`src/rtl/if_stage.sv`:
```
// Instruction-fetch stage: owns the PC, fetches over a req/ready + response-valid
// handshake, buffers one word across decode stalls and squashes wrong-path fetches.
//
// state | meaning
// RUN   | normal fetch; requests may issue, responses feed IF/ID or the buffer
// DROP  | a wrong-path request is in flight; its response is discarded, no new requests
module if_stage #(
    parameter logic [31:0] RESET_PC = 32'h0000_0000,
    parameter logic [31:0] NOP_INST = 32'h0000_0000
) (
    input  logic        Clk,
    input  logic        ResetN,
    input  logic        Branch,
    input  logic        Jump,
    input  logic        Stall,
    input  logic [31:0] BranchOffset,
    input  logic [25:0] JumpAddress,
    output logic        IMemReq,
    output logic [31:0] IMemAddr,
    input  logic        IMemReady,
    input  logic        IMemRespValid,
    input  logic [31:0] IMemRespData,
    output logic [31:0] Inst,
    output logic [31:0] PcPlus4
);

    typedef enum logic {RUN = 1'b0, DROP = 1'b1} state_t;

    state_t      state;
    state_t      state_next;
    logic [31:0] pc;
    logic [31:0] req_pc;
    logic        outstanding;
    logic        buf_full;
    logic [31:0] buf_word;
    logic [31:0] buf_addr;
    logic        accept;
    logic        redirect;
    logic        drop_needed;
    logic [31:0] target;

    assign IMemAddr    = pc;
    assign accept      = IMemReq && IMemReady;
    assign redirect    = Jump || (Branch && !Stall);
    // A redirect must wait out any request that will still answer after this edge.
    assign drop_needed = accept || (outstanding && !IMemRespValid);

    always_comb begin
        target = PcPlus4 + (BranchOffset << 2);
        if (Jump) begin
            target = {PcPlus4[31:28], JumpAddress, 2'b00};
        end
    end

    always_ff @(posedge Clk or negedge ResetN) begin
        if (!ResetN) begin
            state <= RUN;
        end else begin
            state <= state_next;
        end
    end

    always_comb begin
        state_next = state;
        if (redirect) begin
            state_next = drop_needed ? DROP : RUN;
        end else if (state == DROP && IMemRespValid) begin
            state_next = RUN;
        end
    end

    always_comb begin
        IMemReq = ResetN && (state == RUN) && !buf_full &&
                  (!outstanding || (IMemRespValid && !Stall));
    end

    always_ff @(posedge Clk or negedge ResetN) begin
        if (!ResetN) begin
            pc          <= RESET_PC;
            req_pc      <= RESET_PC;
            outstanding <= 1'b0;
            buf_full    <= 1'b0;
            buf_word    <= NOP_INST;
            buf_addr    <= 32'h0;
            Inst        <= NOP_INST;
            PcPlus4     <= 32'h0;
        end else begin
            if (redirect) begin
                pc <= target;
            end else if (accept) begin
                pc <= pc + 32'd4;
            end

            if (accept) begin
                req_pc      <= pc;
                outstanding <= 1'b1;
            end else if (IMemRespValid) begin
                outstanding <= 1'b0;
            end

            if (redirect) begin
                buf_full <= 1'b0;
            end else if (state == RUN) begin
                if (Stall && IMemRespValid) begin
                    buf_full <= 1'b1;
                    buf_word <= IMemRespData;
                    buf_addr <= req_pc;
                end else if (!Stall && buf_full) begin
                    buf_full <= 1'b0;
                end
            end

            if (redirect) begin
                Inst <= NOP_INST;
            end else if (Stall) begin
                Inst <= Inst;
            end else if (state == DROP) begin
                Inst <= NOP_INST;
            end else if (buf_full) begin
                Inst    <= buf_word;
                PcPlus4 <= buf_addr + 32'd4;
            end else if (IMemRespValid) begin
                Inst    <= IMemRespData;
                PcPlus4 <= req_pc + 32'd4;
            end else begin
                Inst <= NOP_INST;
            end
        end
    end

endmodule
```
`config.mk`:
```
export PLATFORM = sky130hd
export DESIGN_NAME = if_stage
export DESIGN_NICKNAME = d
export VERILOG_FILES = /design/src/rtl/if_stage.sv
export SDC_FILE = /design/constraint.sdc
export NUM_CORES = 1
export LEC_CHECK = 0
export ABC_CLOCK_PERIOD_IN_PS = 3200
export BUFFER_PORTS_ARGS = -buffer_cell sky130_fd_sc_hd__clkbuf_2
export CORE_ASPECT_RATIO = 1.1
export CORE_MARGIN = 8
export CORE_UTILIZATION = 40
export DETAILED_ROUTE_END_ITERATION = 7
export PLACE_DENSITY_LB_ADDON = 0.05
export SYNTH_ARGS = -nofsm -noshare
export SYNTH_HDL_FRONTEND = slang
export SYNTH_SLANG_ARGS = --single-unit
```
`constraint.sdc`:
```
create_clock -name Clk -period 3.2 [get_ports Clk]
set_input_delay 0.32 -clock Clk [delete_from_list [all_inputs] [get_ports Clk]]
set_output_delay 0.32 -clock Clk [all_outputs]
set_load 0.05 [all_outputs]
```
==> metrics list <==
* Pin slew with the least headroom to its limit: 1.06 ns
- CP Capture Type: flip-flop
- Routed wirelength normalized by instance count: 18.5 µm
* Ratio of cells with drive above 1 in the final layout: 26.3%
* Max rail drop VDD: 0.000404 V
* Initial standard-cell utilization of the core: 40.3%
- The H-tree was split into 4 levels.
* Power per cell area: 769 nW/µm²
- Number of buffers created by CTS: 17
* Post-synth top area cell: dfrtp_1
- Final critical delay including setup and external delays: 3.01 ns
* HPWL after detailed placement: 23.3 mm
* I/O Buffers: 191
- Critical path launch point: PcPlus4[2]
- Synthesized-area fraction occupied by adder cells: 3.80%
- Path type of the worst setup path: flip-flop to flip-flop
* Final weighted congestion of routability-driven global placement: 0.914
- Peak clock frequency supported by timing: 332 MHz
- Final routed DRC violation total: 0
- Post-CTS sizing: 0
- Total clock sinks: 195
* Setup Buffers After CTS: 0
- After Yosys synthesis, XOR and XNOR cells account for 5.14% of the synthesized area.
- Setup Viol. Count Final: 0
* Chip Width: 172 µm
- Total iterations of the first detailed-routing run: 5
- Total of max-cap violations: 0
- Counting flops and latches in the post-synthesis netlist gives 195.
- Total gr overflow: 0
- Among all flip-flop cells after synthesis, the most frequent one is dfrtp_1.
- Antenna violations before repair: 0
* Crit path launch type: flip-flop
- Maximum fanout count along the critical path: 4
* Ant diodes: 0
* Post-synth top area share: 45.5%
* Cell area after synthesis: 10700 µm²
- Setup repair after global routing left no endpoint under its margin.
- The number of hold violations in the final report was 0.
- For this run, the share of the core covered by cells in the final layout is 48.4%.
- 194 I/O pins were placed.
* Clock tree skew after final layout: 0.00973 ns
- Startpoint of the worst-slack reg-to-reg timing path: PcPlus4[2]
- The synthesized netlist devotes 17.1% of its cell area to compound gates.
- Clock tree synthesis selected as its root buffer the cell clkbuf_16.
- CTS tree: built
- After synthesis, the largest family of logic cells by area is compound AO/OA/AOI/OAI gates.
- Core footprint: 26600 µm²
- Data arrives at the worst endpoint at 3.29 ns.
- The synthesized netlist devotes 15.9% of its cell area to simple gates.
* Wire length reported by the detailed router: 31.4 mm
* Synth Net Count: 1262
- Across every metal layer, demand over resource in global routing totals 19.6%.
* Vias per cell: 5.35
* Proportion of register bits with asynchronous set or reset after synthesis: 100%
- Clock transition time at the flip-flop clock pins of the worst setup and hold paths: 0.07 ns
* Via count: 9045
- The final critical path takes up 94.1% of the cycle.
* Vertical die dimension: 188 µm
* Die Outline Area: 32300 µm²
- The worst hold path begins at JumpAddress[0].
- Largest cells by area after synthesis: dfrtp_1, nand2_1, mux2_2
* Placement Rows: 63
- Total placed cells including tap cells: 1660
- The longest clock path from root to sink contains 2 buffers.
- The tightest min-delay check is of the primary input to flip-flop type.
- The final number of max-transition violations was 0.
- Post-synth EDFFs: 0
- Worst setup slack for register-to-register paths: 0.19 ns
- The portion of synthesized area spent on multiplexers is 9.87%.
- Via count of the first global-routing pass: 8935
- Leakage: 5.98 nW
- After synthesis, the mean cell area works out to 9.47 µm².
- Required @ worst endpoint: 3.48 ns
- Post-Route Setup TNS: 0 ns
- The detail route stage leaves a number of antenna-violating nets equal to 0.
- Maximum number of pins on one net before global-route repair: 63
* Distinct cell type count after synthesis: 66
- Yosys warning count: 0
- Most used cells in the layout excluding fill and tap cells: nand2_1, dfrtp_1, clkbuf_2, o21ai_0, mux2_2
- The first global-routing pass estimated 49.7 mm of wire.
* Count of placed standard cells in the final layout, fillers left out: 1692
* DRT iter0 DRCs: 797
* Cell count after synthesis: 1133
* Result of the run: complete, no violations
* Clock latency reported for the late side of the worst-skew pair: 0.43 ns
- Synth-to-Final Area Change: 20.1%
- Leaving out fill and tap cells, the most frequent cell in the layout is nand2_1.
* Share of the yosys chip area belonging to registers: 45.5%
* Nets@finish: 1452
- Tightest slew margin relative to the limit: 29.1%
[where the power goes]
group          switching (mW)  internal, mW  leakage [nW]  total, mW
combinational            2.40          1.39          3.15       3.79
clock                   0.947          1.43         0.312       2.38
sequential              0.644          3.10          2.52       3.74
[final timing paths]
check | endpoint | cells after the start
setup / recovery | IMemAddr[30] | 12
hold / removal | IMemAddr[2] | 3
setup reg to reg | IMemAddr[30] | 12
hold reg to reg | Inst[16] | 2
max in group asynchronous | PcPlus4[24] | 3
min in group asynchronous | PcPlus4[0] | 2
[routing by layer]
metal  wire, µm  part of all wire (%)  vias to the layer above  GRT usage (%)
met5          0                     0                        -              0
li1           -                     -                     4422              -
met1      15700                    50                     4353           28.9
met4        350                   1.1                        0           5.14
met2      13400                    43                      250           28.6
met3       1850                   5.9                       20           3.85
[kinds of logic (layout without fill, tap and decap cells)]
logic type,count (synthesis),after routing
compound gates,295,295
xor+xnor,63,63
fa+ha+maj,32,32
buf+inv,71,273
flops,195,195
mux,97,97
simple gates,380,380
[critical path: stages, from the launching register on]
cell and delay, ns:
dfrtp_1 0.37, ha_1 0.21, fa_1 0.22, a21o_1 0.18, a221oi_2 0.08, buf_4 0.16, or3_1 0.36, a31oi_1 0.33
o211ai_1 0.20, a21o_1 0.25, a211oi_2 0.26, xnor2_1 0.15, o22ai_1 0.09
[area by class of cell]
cell class | count | area [µm²]
clock inverters | 12 | 204
well taps | 357 | 447
repair buffers | 229 | 1280
inverters | 13 | 48.8
fillers | 2686 | 13800
clock buffers | 19 | 453
flip-flops and latches | 195 | 4880
multi-input cells | 867 | 5570
[per-stage QoR]
step           setup slack, ns  instance area (µm²)  total power, mW  hold slack [ns]
6_report                 0.189                12900             9.91            0.112
5_1_grt                0.00492                12900             10.5            0.107
4_1_cts                  0.164                12900             10.0           0.0875
3_5_place_dp             0.161                12200             7.57            0.229
3_3_place_gp             0.207                12200             7.54            0.229
2_1_floorplan            0.173                10700             6.39           0.0244
[what timing repair did]
item                                    CTS  global route
hold endpoints to repair                 26             0
hold buffers                              1             0
endpoints found under the setup margin    0             1
[Yosys cell counts, types with 27 or more instances]
| cell | count |
|---|---|
| a21oi_1 | 69 |
| a22oi_1 | 37 |
| clkbuf_1 | 41 |
| dfrtp_1 | 195 |
| ha_1 | 31 |
| mux2_2 | 70 |
| mux2i_1 | 27 |
| nand2_1 | 214 |
| nor2_1 | 53 |
| o21ai_0 | 94 |
| xnor2_1 | 34 |
| xor2_1 | 29 |
[registers in the layout, summed over array words and instances (netlist names)]
| register | cells |
|---|---|
| IMemAddr | 32 |
| state | 1 |
| buf_full | 1 |
| Inst | 32 |
| outstanding | 1 |
| buf_word | 32 |
| buf_addr | 32 |
| req_pc | 32 |
| PcPlus4 | 32 |
Power figures use the tool's default switching activity.
